**src/rtl/disp_pkg.sv**
```systemverilog
// Shared definitions for the 7-segment scan controller.
// Holds the segment-off pattern, the hex glyph table, the digit limit
// and the scan state encoding.
package disp_pkg;

   // All segments dark (active-low).
   localparam logic [6:0] SEG_OFF = 7'h7F;

   // Largest supported digit count; sizes the digit index.
   localparam int unsigned DIGITS_MAX = 8;

   // Active-low glyphs, bit0 = segment a .. bit6 = segment g.
   // Packed with entry 15 at the MSB end, so HEX_SEG_TBL[n] is the glyph for n.
   localparam logic [15:0][6:0] HEX_SEG_TBL = {
      7'h0E,   // F
      7'h06,   // E
      7'h21,   // d
      7'h46,   // C
      7'h03,   // b
      7'h08,   // A
      7'h10,   // 9
      7'h00,   // 8
      7'h78,   // 7
      7'h02,   // 6
      7'h12,   // 5
      7'h19,   // 4
      7'h30,   // 3
      7'h24,   // 2
      7'h79,   // 1
      7'h40    // 0
   };

   // Scan state: gap with all anodes off, or one digit lit.
   typedef enum logic {
      ST_BLANK = 1'b0,
      ST_SHOW  = 1'b1
   } state_e;

endpackage : disp_pkg

```
**src/rtl/hex_to_seg.sv**
```systemverilog
// Hex nibble to active-low 7-segment glyph (purely combinational).
// Ports:
//   nibble  in  4  hex value 0..F
//   seg_c   out 7  segments a..g (bit0 = a), active-low
module hex_to_seg
   import disp_pkg::*;
(
   input  logic [3:0] nibble,
   output logic [6:0] seg_c
);

   assign seg_c = HEX_SEG_TBL[nibble];

endmodule : hex_to_seg

```
**src/rtl/disp_scan_ctrl.sv**
```systemverilog
// Multiplexed scan controller for an up-to-8-digit 7-segment display.
// Steps through digits on DISP_CE ticks with an optional all-off gap before
// each digit, and double-buffers host data so writes land only at a frame
// boundary.
// Ports:
//   CLK, RST            clock, synchronous active-high reset
//   DISP_CE             one-CLK scan tick
//   WR                  one-CLK write strobe for DATA_IN / DP_IN
//   DATA_IN, DP_IN      hex nibbles (nibble i -> digit i), decimal points
//   EN_MASK             per-digit enable, used live
//   AN, SEG, SEG_DP     active-low anodes, segments a..g, decimal point
//   FRAME_SYNC          one-CLK pulse at each frame end
//   UPD_DONE            one-CLK pulse when new data reaches the shadow
//   PEND                a write is waiting for the frame boundary
module disp_scan_ctrl
   import disp_pkg::*;
#(
   parameter int unsigned N_DIGITS    = 8,
   parameter int unsigned BLANK_TICKS = 1,
   parameter int unsigned SHOW_TICKS  = 7
) (
   input  logic                    CLK,
   input  logic                    RST,
   input  logic                    DISP_CE,
   input  logic                    WR,
   input  logic [4*N_DIGITS-1:0]   DATA_IN,
   input  logic [N_DIGITS-1:0]     DP_IN,
   input  logic [N_DIGITS-1:0]     EN_MASK,
   output logic [N_DIGITS-1:0]     AN,
   output logic [6:0]              SEG,
   output logic                    SEG_DP,
   output logic                    FRAME_SYNC,
   output logic                    UPD_DONE,
   output logic                    PEND
);

   localparam int unsigned DATA_W   = 4 * N_DIGITS;
   localparam int unsigned IDX_W    = $clog2(DIGITS_MAX);
   localparam int unsigned TICK_MAX = (BLANK_TICKS > SHOW_TICKS) ? BLANK_TICKS : SHOW_TICKS;
   localparam int unsigned CNT_W    = (TICK_MAX > 1) ? $clog2(TICK_MAX) : 1;

   localparam logic [CNT_W-1:0] BLANK_LAST = CNT_W'(BLANK_TICKS - 1);
   localparam logic [CNT_W-1:0] SHOW_LAST  = CNT_W'(SHOW_TICKS - 1);
   localparam logic [IDX_W-1:0] IDX_LAST   = IDX_W'(N_DIGITS - 1);

   // With no blanking the gap state is skipped entirely.
   localparam state_e ST_FIRST = (BLANK_TICKS == 0) ? ST_SHOW : ST_BLANK;

   // Scan state and data registers
   state_e              state_q,   state_d;
   logic [CNT_W-1:0]    cnt_q,     cnt_d;
   logic [IDX_W-1:0]    idx_q,     idx_d;
   logic [DATA_W-1:0]   shadow_q,  shadow_d;
   logic [N_DIGITS-1:0] sdp_q,     sdp_d;
   logic [DATA_W-1:0]   pending_q, pending_d;
   logic [N_DIGITS-1:0] pdp_q,     pdp_d;
   logic                pend_q,    pend_d;

   // Registered outputs
   logic [N_DIGITS-1:0] an_q,      an_d;
   logic [6:0]          seg_q,     seg_d;
   logic                seg_dp_q,  seg_dp_d;
   logic                frame_q,   frame_d;
   logic                upd_q,     upd_d;

   // Digit selected by the next-state index
   logic [3:0]          sel_nib_c;
   logic                sel_dp_c;
   logic                sel_en_c;
   logic                lit_c;
   logic [6:0]          glyph_c;

   // Scan sequencing, write buffering and frame-boundary transfer
   always_comb begin
      state_d   = state_q;
      cnt_d     = cnt_q;
      idx_d     = idx_q;
      shadow_d  = shadow_q;
      sdp_d     = sdp_q;
      pending_d = pending_q;
      pdp_d     = pdp_q;
      pend_d    = pend_q;
      frame_d   = 1'b0;
      upd_d     = 1'b0;

      if (DISP_CE) begin
         unique case (state_q)
            ST_BLANK: begin
               if (cnt_q == BLANK_LAST) begin
                  cnt_d   = '0;
                  state_d = ST_SHOW;
               end else begin
                  cnt_d = cnt_q + CNT_W'(1);
               end
            end
            ST_SHOW: begin
               if (cnt_q == SHOW_LAST) begin
                  cnt_d   = '0;
                  state_d = ST_FIRST;
                  if (idx_q == IDX_LAST) begin
                     idx_d   = '0;
                     frame_d = 1'b1;
                  end else begin
                     idx_d = idx_q + IDX_W'(1);
                  end
               end else begin
                  cnt_d = cnt_q + CNT_W'(1);
               end
            end
            default: state_d = ST_FIRST;
         endcase
      end

      // A write coinciding with the boundary bypasses the pending buffer.
      if (frame_d) begin
         if (WR) begin
            shadow_d = DATA_IN;
            sdp_d    = DP_IN;
            pend_d   = 1'b0;
            upd_d    = 1'b1;
         end else if (pend_q) begin
            shadow_d = pending_q;
            sdp_d    = pdp_q;
            pend_d   = 1'b0;
            upd_d    = 1'b1;
         end
      end else if (WR) begin
         pending_d = DATA_IN;
         pdp_d     = DP_IN;
         pend_d    = 1'b1;
      end
   end

   // Pick nibble, point and live enable for the digit about to be shown
   always_comb begin
      sel_nib_c = '0;
      sel_dp_c  = 1'b0;
      sel_en_c  = 1'b0;
      for (int i = 0; i < int'(N_DIGITS); i++) begin
         if (idx_d == IDX_W'(i)) begin
            sel_nib_c = shadow_d[4*i +: 4];
            sel_dp_c  = sdp_d[i];
            sel_en_c  = EN_MASK[i];
         end
      end
   end

   hex_to_seg u_hex_to_seg (
      .nibble (sel_nib_c),
      .seg_c  (glyph_c)
   );

   // Drive pins from next state so they move together with the state change.
   // Segments are forced dark whenever no anode is on.
   always_comb begin
      lit_c    = (state_d == ST_SHOW) && sel_en_c;
      an_d     = '1;
      seg_d    = SEG_OFF;
      seg_dp_d = 1'b1;
      if (lit_c) begin
         for (int i = 0; i < int'(N_DIGITS); i++) begin
            if (idx_d == IDX_W'(i)) begin
               an_d[i] = 1'b0;
            end
         end
         seg_d    = glyph_c;
         seg_dp_d = ~sel_dp_c;
      end
   end

   // State and output registers
   always_ff @(posedge CLK) begin
      if (RST) begin
         state_q   <= ST_FIRST;
         cnt_q     <= '0;
         idx_q     <= '0;
         shadow_q  <= '0;
         sdp_q     <= '0;
         pending_q <= '0;
         pdp_q     <= '0;
         pend_q    <= 1'b0;
         an_q      <= '1;
         seg_q     <= SEG_OFF;
         seg_dp_q  <= 1'b1;
         frame_q   <= 1'b0;
         upd_q     <= 1'b0;
      end else begin
         state_q   <= state_d;
         cnt_q     <= cnt_d;
         idx_q     <= idx_d;
         shadow_q  <= shadow_d;
         sdp_q     <= sdp_d;
         pending_q <= pending_d;
         pdp_q     <= pdp_d;
         pend_q    <= pend_d;
         an_q      <= an_d;
         seg_q     <= seg_d;
         seg_dp_q  <= seg_dp_d;
         frame_q   <= frame_d;
         upd_q     <= upd_d;
      end
   end

   assign AN         = an_q;
   assign SEG        = seg_q;
   assign SEG_DP     = seg_dp_q;
   assign FRAME_SYNC = frame_q;
   assign UPD_DONE   = upd_q;
   assign PEND       = pend_q;

endmodule : disp_scan_ctrl
```
**config.mk**
```make
export PLATFORM = sky130hd
export DESIGN_NAME = disp_scan_ctrl
export DESIGN_NICKNAME = d
export VERILOG_FILES = /design/src/rtl/disp_pkg.sv /design/src/rtl/hex_to_seg.sv /design/src/rtl/disp_scan_ctrl.sv
export SDC_FILE = /design/constraint.sdc
export NUM_CORES = 1
export LEC_CHECK = 0
export CORE_MARGIN = 2
export CORE_UTILIZATION = 38
export DETAILED_ROUTE_END_ITERATION = 16
export PLACE_DENSITY_LB_ADDON = 0.08
export SKIP_LAST_GASP = 1
export SLEW_MARGIN = 10
export SYNTH_ARGS = -nofsm -noshare
export SYNTH_HDL_FRONTEND = slang
export SYNTH_SLANG_ARGS = --single-unit
```
**constraint.sdc**
```tcl
create_clock -name CLK -period 3 [get_ports CLK]
set_input_delay 0.3 -clock CLK [delete_from_list [all_inputs] [get_ports CLK]]
set_output_delay 0.3 -clock CLK [all_outputs]
set_load 0.01 [all_outputs]
```
* Word-level counts from Yosys, hierarchy flattened
Memory sizes are Yosys's and may differ from the RTL's. A register that Yosys moved wholly into a read port is not among the register bits. Cells that the tools add are included.
Storage, ports and cells: bits in read-only memories 112, output and inout port bits 19, input bits 52, memories kept 1, logic and storage cells 90, register bits 99
Memories:
- (no name shown) | depth 16, bits a word 7, rd ports 1, clocked after memory_dff 1, write ports 0, line hex_to_seg.sv:12 | assign seg_c = HEX_SEG_TBL[nibble];
Operators by class: reduce and logical (&&, ||, !) cells 7, muxes and demuxes 55, equal/unequal tests 9, bitwise gates (word level) 4, $add $sub $neg 2
Operators by type and width (count):
- 2-to-1 mux 32 bit | 3
- 2-to-1 mux 1 bit | 33
- 2-to-1 mux 4 bit | 8
- 2-to-1 mux 8 bit | 3
- equality test 3 bit, second input constant | 6
- 2-to-1 mux 3 bit | 6
- adder 3 x 1 -> 3 bit, second input constant | 2
- equality test 3 x 2 -> 1 bit, second input constant | 2
- zero test 3 bit | 2
- case mux 3 bit (2 select lines) | 1
- OR reduction 2 bit | 3
- NOT 1 bit | 4
- equality test 3 x 1 -> 1 bit, second input constant | 1
- case mux 1 bit (2 select lines) | 1
- AND reduction 2 bit | 1
- logical AND 1 bit | 1

* Logic depth before layout (Yosys ltp)
Gate-level depths: netlist (run 1).
word-level depth 17, depth in mapped cells 17, gate-level depth less buffers 13

* Modules after synthesis
Synthesis (run 1) repeated with hierarchy kept, for this count alone.
Unflattened totals: cell total of the unflattened synthesis 593, area total of the unflattened synthesis 4997.3 um^2
Modules (own cells, without submodules):
- disp_scan_ctrl | cells an instance 562, times used 1, seq. area each 2122.0 um^2, area each 4744.6 um^2
- hex_to_seg | cells an instance 31, times used 1, seq. area each 0.0 um^2, area each 252.7 um^2

* Worst setup path before layout (run 1)
Ideal clock, no wire load.
path type flip-flop to flip-flop, from register idx_q[0], to register seg_q[1] (netlist: SEG[1]), path slack -0.271 ns, data required time 2.878 ns, setup time 0.122 ns, period minus slack after synthesis 3.271 ns, buffers on the path 2, stages on the path, launching flop included 16, arrival 3.149 ns, cells stage by stage dfxtp_1 -> ha_1 -> ha_1 -> buf_4 -> or3b_1 -> mux2i_1 -> nand2_1 -> o221ai_1 -> a31oi_1 -> or3b_1 -> buf_2 -> inv_1 -> ha_1 -> inv_1 -> mux2i_1 -> a221o_1
Between the ends: word-level cells in the longest chain between the ends 17, elaborated cells between the ends (all ways) 38, classes of those cells add/sub (1); eq/ne (8); mux (25); bitwise (1); reduce/logical (3)
Ends and longest elaborated chain:
- from (decl) | line disp_scan_ctrl.sv:52 | logic [IDX_W-1:0] idx_q, idx_d;
- from (signal assigned) | line disp_scan_ctrl.sv:190 | idx_q <= idx_d;
- adder 3 x 1 -> 3 bit / equality test 3 bit (equally long branches) | line disp_scan_ctrl.sv:104, disp_scan_ctrl.sv:100
- 2-to-1 mux 3 bit | line disp_scan_ctrl.sv:100 | if (idx_q == IDX_LAST) begin
- 2-to-1 mux 3 bit | line disp_scan_ctrl.sv:97 | if (cnt_q == SHOW_LAST) begin
- 2-to-1 mux 3 bit | line disp_scan_ctrl.sv:87 | unique case (state_q)
- 2-to-1 mux 3 bit | line disp_scan_ctrl.sv:86 | if (DISP_CE) begin
- zero test 3 bit | line disp_scan_ctrl.sv:140 | if (idx_d == IDX_W'(i)) begin
- 2-to-1 mux 1 bit (8 in series) | line disp_scan_ctrl.sv:140
- logical AND 1 bit | line disp_scan_ctrl.sv:156 | lit_c = (state_d == ST_SHOW) && sel_en_c;
- NOT 1 bit (no line)
- OR reduction 2 bit (no line)
- to (decl) | line disp_scan_ctrl.sv:61 | logic [6:0] seg_q, seg_d;
Several ways; a longest one is shown, not always the timed one. A chain may end at the register's enable or synchronous reset.

* Final worst setup path (run 1)
from register idx_q[1], to register seg_q[1] (netlist: SEG[1])
The elaborated chain is that of the path after synthesis.

==> results by group, run 1 <==
Run status
  • Status: finished with violations
  • Failing checks: negative setup slack

STA
  • Final setup fails: 2
  • Final setup margin: -0.0354 ns
  • Final period util: 101%
  • Slew margin rel.: 36.4%
  • Clk_skew: 0.00587 ns
  • Final hold vios: 0
  • RSZ-0062 raised after global routing: yes
  • Post-layout minimum cycle time: 3.04 ns
  • Max Freq: 329 MHz
  • Hold_ws: 0.149 ns
  • Slew @ Worst Pin: 0.954 ns
  • Slew Viols, Final: 0

Yosys
  • Netlist cell types: 57
  • Synthesized area: 0.00499 mm²
  • Asr flop ratio synth: 0%
  • Post-synth EDFFs: 0
  • Post-synthesis sequential area ratio: 42.5%
  • Gate Count Post-Synth: 599
  • Net Count, Synth: 662
  • Prevailing post-synth register cell: dfxtp_1
  • Synth warn: 0
  • Syn Area/Cell: 8.33 µm²
  • Synth Register Bits: 106

Global route
  • First-pass GRT wire length: 26.0 mm
  • Largest net degree at the start of global routing: 88
  • Vias in the first global route: 4940
  • Remaining Overflow, GRT: 0
  • Overall routing resource usage: 23.2%
  • Antenna violations before repair: 0

Placed design
  • Port Buffer Count: 70
  • Dpl hpwl: 11.8 mm
  • Routability congestion estimate: 0.890

Setup path
  • CP startpoint: idx_q[1]$_SDFF_PP0_
  • Crit Reg-Reg Startpoint: idx_q[1]$_SDFF_PP0_
  • Arr. time, crit path: 3.28 ns
  • Startpoint type of the worst setup path: flop
  • CP Capture Type: flop
  • Worst EP required: 3.24 ns
  • WS Path Type: reg -> reg
  • Critical path peak fanout: 7

Finish
  • Area delta synth->final: 46.7%
  • Final nets: 825
  • Antenna cells: 0
  • Commonest non-fill, non-tap cell in the layout: buf_4
  • Share of cells above drive strength 1: 25.8%
  • Commonest non-fill, non-tap cells in the layout: buf_4, dfxtp_1, nand2_1, clkdlybuf4s50_1, a21oi_1

Worst hold path
  • Hold Path Class: in -> reg
  • Min-delay src: RST

Power
  • PwrDens: 406 mW/mm²
  • Pleak: 2.96 nW
  • Share of total power in the clock network: 41.9%
  • Comb power frac: 8.7%
  • Total net switching power: 0.681 mW
  • Total Power: 2.98 mW
  • VDD IR max: 0.000325 V
  • Sequential Power Share: 49.4%
  • Internal: 2.30 mW
  • Sw Share: 22.9%

Floorplan
  • Die area: 0.0141 mm²
  • Core area: 0.0127 mm²
  • Row cnt: 41
  • Initial Util: 39.2%
  • Chip width: 119 µm
  • Die height: 119 µm
  • Top Ports: 71

CTS
  • Num CTS Buffers: 9
  • Max H-tree Level: 3
  • CTS tree: yes
  • Max Root-Sink Buffers: 2
  • Sink Count: 106
  • CTS clk-pin slew, worst paths: 0.07 ns
  • Worst skew pair latency: 0.35 ns
  • Clock root cell: clkbuf_16

Routing
  • DR iter-0 viols: 293
  • Antenna violation net count after detailed routing: 0
  • Avg WL per Cell: 17.2 µm
  • DRC viols: 0
  • Wirelength, routed: 16.1 mm
  • Via count: 4998
  • Pre-Repair DR Iteration Count: 5
  • Vias per cell: 5.32

Run
  • Max cap viols: 0
cells by family (layout without fill, tap and decap cells):
family,count (synthesis),after routing,synth area share [%]
simple gates,242,242,23.2
flops,106,106,42.5
fa+ha+maj,11,11,2.76
buf+inv,57,225,5.14
xor+xnor,2,2,0.351
mux,12,12,2.48
compound gates,169,169,23.6
worst max-delay path: stages, from the launching register on:
cell and delay [ns]:
dfxtp_2 0.34, ha_4 0.16, ha_4 0.18, or3b_4 0.41, mux2i_4 0.26, nand2_4 0.09, buf_4 0.14, o221ai_2 0.11
a31oi_1 0.07, or3b_4 0.43, inv_2 0.09, ha_1 0.23, inv_1 0.06, mux2i_1 0.06, a221o_1 0.28
area by class of cell:
cell class | instances | area (µm²)
fill | 1207 | 5400
multi-input combinational | 436 | 2890
sequential | 106 | 2130
timing repair buffer | 196 | 1730
clock buffer | 12 | 267
tap | 172 | 215
clock inverter | 4 | 48.8
inverter | 13 | 48.8
through the flow:
stage	worst slack, ns	util, %	instances	area, µm²	setup TNS (ns)
floorplan	0.000467	-	599	5030	0
global placement	-0.463	52.1	912	6630	-2.62
detailed placement	-0.508	52.1	912	6630	-2.91
CTS	-0.0529	55.8	931	7100	-0.0868
global route	-0.129	57.6	939	7320	-0.493
finish	-0.0354	57.6	939	7320	-0.0417
final timing paths:
| kind | end | slack, ns | cells after the start |
|---|---|---|---|
| worst min register to register | pdp_q[3]$_SDFFE_PP0P_ | 0.46 | 2 |
| worst max register to register | SEG[1]$_SDFF_PP1_ | -0.04 | 14 |
| worst max-delay path | SEG[1]$_SDFF_PP1_ | -0.04 | 14 |
| worst min-delay path | state_q$_SDFF_PP0_ | 0.15 | 2 |
power by group through the flow:
stage          clock [mW]  combinational (mW)  sequential (mW)
6_report             1.25               0.259             1.47
5_1_grt              1.33               0.283             1.48
4_1_cts              1.27               0.259             1.47
3_5_place_dp            0               0.255             1.50
3_3_place_gp            0               0.250             1.50
2_1_floorplan           0               0.103             1.50
flip-flops by register name, summed over array words and instances, names as in the netlist:
signal	count
AN	8
FRAME_SYNC	1
PEND	1
SEG	7
SEG_DP	1
UPD_DONE	1
cnt_q	3
idx_q	3
pdp_q	8
pending_q	32
sdp_q	8
shadow_q	32
state_q	1
synthesized netlist by cell type (5+ instances only):
| cell | n | area, µm² |
|---|---|---|
| and2_1 | 8 | 50.1 |
| nand2b_1 | 5 | 31.3 |
| nor2_1 | 38 | 143 |
| and3_1 | 15 | 93.8 |
| ha_1 | 11 | 138 |
| o221ai_1 | 10 | 87.6 |
| o22ai_1 | 6 | 37.5 |
| a21oi_1 | 57 | 285 |
| clkbuf_1 | 29 | 109 |
| dfxtp_1 | 106 | 2120 |
| or2_2 | 5 | 31.3 |
| nor3_1 | 10 | 50.1 |
| o21ai_0 | 15 | 75.1 |
| a22oi_1 | 22 | 165 |
| a221o_1 | 16 | 160 |
| inv_1 | 12 | 45.0 |
| mux2i_1 | 9 | 90.1 |
| buf_2 | 7 | 35.0 |
| nor2b_1 | 31 | 194 |
| a21o_1 | 5 | 37.5 |
| nand3_1 | 14 | 70.1 |
| nand2_1 | 101 | 379 |
layer usage:
layer	global-route usage, %	vias up	share of wire [%]	wire length (µm)
li1	-	2474	-	-
met1	31.2	2384	47	7560
met2	37.8	122	47	7580
met3	3.67	18	4.1	667
met4	7.51	0	1.9	305
met5	0	-	0	0
repair_timing:
action,CTS,global route
hold buffers,0,0
pin swaps,4,12
endpoints found under the setup margin,7,8
cloned,0,1
setup buffers,3,7
gates resized for setup,28,33
Power figures use the tool's default switching activity.
==> run 2, diff against run 1 <==
--- a/config.mk
+++ b/config.mk
@@ -6,7 +6,7 @@
 export NUM_CORES = 1
 export LEC_CHECK = 0
 export CORE_MARGIN = 2
-export CORE_UTILIZATION = 38
+export CORE_UTILIZATION = 45
 export DETAILED_ROUTE_END_ITERATION = 16
 export PLACE_DENSITY_LB_ADDON = 0.08
 export SKIP_LAST_GASP = 1
==> run 2 against run 1 <==
  * Hold slack got worse by 0.0060 ns
  * Non-clock buffer count fell by 4
  * Clock power fell by 35%
  * Global-route usage rose by 3.4 points
  * Via count rose by 0.28%
  * Core utilization rose by 7.9 points
  * The flow still finishes with violations (negative setup slack)
  * Critical path type unchanged
  * Combinational power barely moved
  * Critical endpoint unchanged
==> results by group, run 2 (synthesis results as in run 1) <==
Run status
  • Status: finished with violations
  • Failing checks: negative setup slack

Routing
  • Avg WL per Cell: 17.2 µm (+0.41%)
  • DRC viols: 0 (unchanged)
  • Vias per cell: 5.56 (+4.4%)
  • Pre-Repair DR Iteration Count: 5 (unchanged)
  • Via count: 5012 (+0.28%)
  • Wirelength, routed: 15.5 mm (-3.5%)
  • DR iter-0 viols: 394 (+34%)
  • Antenna violation net count after detailed routing: 0 (unchanged)

Setup path
  • Startpoint type of the worst setup path: flop
  • Reg-to-Reg End: SEG[1]$_SDFF_PP1_
  • Worst EP required: 3.26 ns (+0.02 ns)
  • Flop2flop setup slack: -0.02 ns (+0.02 ns)
  • Crit Reg-Reg Startpoint: idx_q[0]$_SDFF_PP0_
  • FF-to-FF path depth: 13 (-1)
  • Critical Path End: SEG[1]$_SDFF_PP1_
  • CP startpoint: idx_q[0]$_SDFF_PP0_
  • Max incr delay on CP: 0.46 ns (+0.03 ns)
  • Arr. time, crit path: 3.28 ns (about the same)
  • Critical path peak fanout: 4 (-3)
  • Slowest CP cell: or3b_4
  • Critical Path Most Common Cell: ha_4
  • CP Capture Type: flop
  • Critical Path, Cell by Cell: ha_4 -> ha_4 -> or3b_4 -> mux2i_4 -> nand2_2 -> o221ai_2 -> a31oi_2 -> or3b_4 -> inv_4 -> ha_4 -> inv_2 -> mux2i_1 -> a221o_1
  • WS Path Type: reg -> reg

Power
  • Internal: 1.92 mW (-16%)
  • Pleak: 2.86 nW (-3.6%)
  • Total net switching power: 0.613 mW (-9.9%)
  • PwrDens: 357 mW/mm² (-12%)
  • Sw Share: 24.2% (+1.3 points)
  • Comb power frac: 10.1% (+1.4 points)
  • VDD IR max: 0.000229 V (-29%)
  • Share of total power in the clock network: 32.0% (-9.9 points)
  • Sequential Power Share: 57.9% (+8.5 points)

Floorplan
  • Initial Util: 46.1% (+6.8 points)
  • Chip width: 109 µm (-7.8%)
  • Top Ports: 71 (unchanged)
  • Core area: 0.0108 mm² (-15%)
  • Row cnt: 38 (-7.3%)
  • Die area: 0.0120 mm² (-15%)
  • Die height: 109 µm (-7.8%)

STA
  • Final setup fails: 2 (unchanged)
  • Post-layout minimum cycle time: 3.02 ns (-0.0202 ns)
  • Final hold vios: 0 (unchanged)
  • Slew Viols, Final: 0 (unchanged)
  • Clk_skew: 0.00598 ns (+0.000103 ns)
  • Final setup margin: -0.0153 ns (+0.0202 ns)
  • Slew @ Worst Pin: 0.938 ns (-0.0159 ns)
  • RSZ-0062 raised after global routing: yes
  • Final period util: 101% (-0.67 points)
  • Slew margin rel.: 37.5% (+1.1 points)
  • Max Freq: 332 MHz (+0.67%)

Finish
  • Top flop regs: pending_q x32, shadow_q x32
  • Register area: 0.00213 mm² (about the same)
  • Area delta synth->final: 42.2%
  • Multi-input gate area: 0.00291 mm² (+0.65%)
  • Post-Layout Inst Area: 0.00710 mm² (-3.1%)
  • # fillers: 939 (-22%)
  • Antenna cells: 0 (unchanged)
  • Commonest non-fill, non-tap cell in the layout: buf_4
  • Commonest non-fill, non-tap cells in the layout: buf_4, dfxtp_1, nand2_1, clkdlybuf4s50_1, a21oi_1
  • Post-Layout Cell Count: 902 (-3.9%)
  • Share of cells above drive strength 1: 26.5% (+0.69 points)
  • Final nets: 821 (-0.48%)

Placed design
  • DP Area: 0.00651 mm² (-1.9%)
  • Routability congestion estimate: 0.963 (+8.3%)
  • Dpl hpwl: 10.9 mm (-7.9%)
  • Dpl cells: 872 (-4.4%)
  • Port Buffer Count: 70 (unchanged)

Global route
  • Remaining Overflow, GRT: 0 (unchanged)
  • Vias in the first global route: 4910 (-0.61%)
  • Largest net degree at the start of global routing: 88 (unchanged)
  • First-pass GRT wire length: 24.5 mm (-5.7%)
  • Overall routing resource usage: 26.6% (+3.4 points)
  • Antenna violations before repair: 0 (unchanged)

CTS
  • Clock root cell: clkbuf_8
  • Sink Count: 106 (unchanged)
  • Worst skew pair latency: 0.37 ns (+0.02 ns)
  • Num CTS Buffers: 9 (unchanged)
  • CTS tree: yes
  • Max Root-Sink Buffers: 2 (unchanged)
  • Hold_buf cts: 0 (unchanged)
  • Max H-tree Level: 3 (unchanged)
  • CTS clk-pin slew, worst paths: 0.10 ns (+0.03 ns)

Worst hold path
  • Hold Path Class: in -> reg

Run
  • Max cap viols: 0 (unchanged)
## run 2: changes by cell type in the layout (fill, tap and decap cells not counted), moves of 3 or more
cell	change
nand2_1	-3
clkbuf_16	-10
nand2_2	+4
and2_4	+3
a21oi_1	-4
clkbuf_8	+8
## run 2: cell type report
type                       instances  share of cell area, %
tap                              140                   2.47
clock inverter                     2                  0.176
clock buffer                      13                   2.24
sequential                       106                   30.0
timing repair buffer             192                   23.4
inverter                          13                  0.723
multi-input combinational        436                   41.0
## run 2: through the flow
step	worst slack, ns	utilization, %	hold slack, ns	setup TNS [ns]	total power, mW
6_report	-0.0153	65.5	0.143	-0.0298	2.54
3_5_place_dp	-0.519	60.0	0.447	-3.16	1.75
2_1_floorplan	0.000467	-	0.431	0	1.60
5_1_grt	-0.108	65.5	0.143	-0.470	2.64
4_1_cts	-0.00386	63.1	0.120	-0.00386	2.56
3_3_place_gp	-0.451	60.0	0.442	-2.80	1.75
## run 2: what timing repair did
action                                  CTS  global route
resized for setup                        27            48
cloned                                    0             0
pin swaps                                10            22
setup buffers                             7             8
endpoints found under the setup margin    7             7
## run 2: layer usage
metal,up-vias,track usage (%),share of wire [%]
li1,2463,-,-
met3,25,3.26,4.9
met1,2374,36.9,47
met2,150,42.2,46
met4,0,10.3,2.0
met5,-,0,0
## run 2: worst min path at each step
stage	from	end	slack (ns)	depth (start not counted)
after floorplan	pending_q[31]$_SDFFE_PP0P_	pending_q[31]$_SDFFE_PP0P_	0.43	2
after global placement	pending_q[7]$_SDFFE_PP0P_	pending_q[7]$_SDFFE_PP0P_	0.44	2
after detailed placement	pdp_q[6]$_SDFFE_PP0P_	pdp_q[6]$_SDFFE_PP0P_	0.45	2
after CTS	RST	state_q$_SDFF_PP0_	0.12	2
after global routing	RST	state_q$_SDFF_PP0_	0.14	2
final	RST	state_q$_SDFF_PP0_	0.14	2
## run 2: power groups by stage
stage / registers, mW / clock network [mW] / logic, mW
3_5_place_dp: 1.50 / 0 / 0.253
2_1_floorplan: 1.50 / 0 / 0.103
5_1_grt: 1.47 / 0.889 / 0.281
4_1_cts: 1.47 / 0.838 / 0.254
3_3_place_gp: 1.50 / 0 / 0.250
6_report: 1.47 / 0.812 / 0.256
## run 2: worst max-delay path, delay by kind of cell (launching register included)
kind,cells,cell delay (ns)
buf+inv,2,0.13
flops,1,0.37
mux,2,0.26
simple gates,3,0.97
compound gates,3,0.57
fa+ha+maj,3,0.61
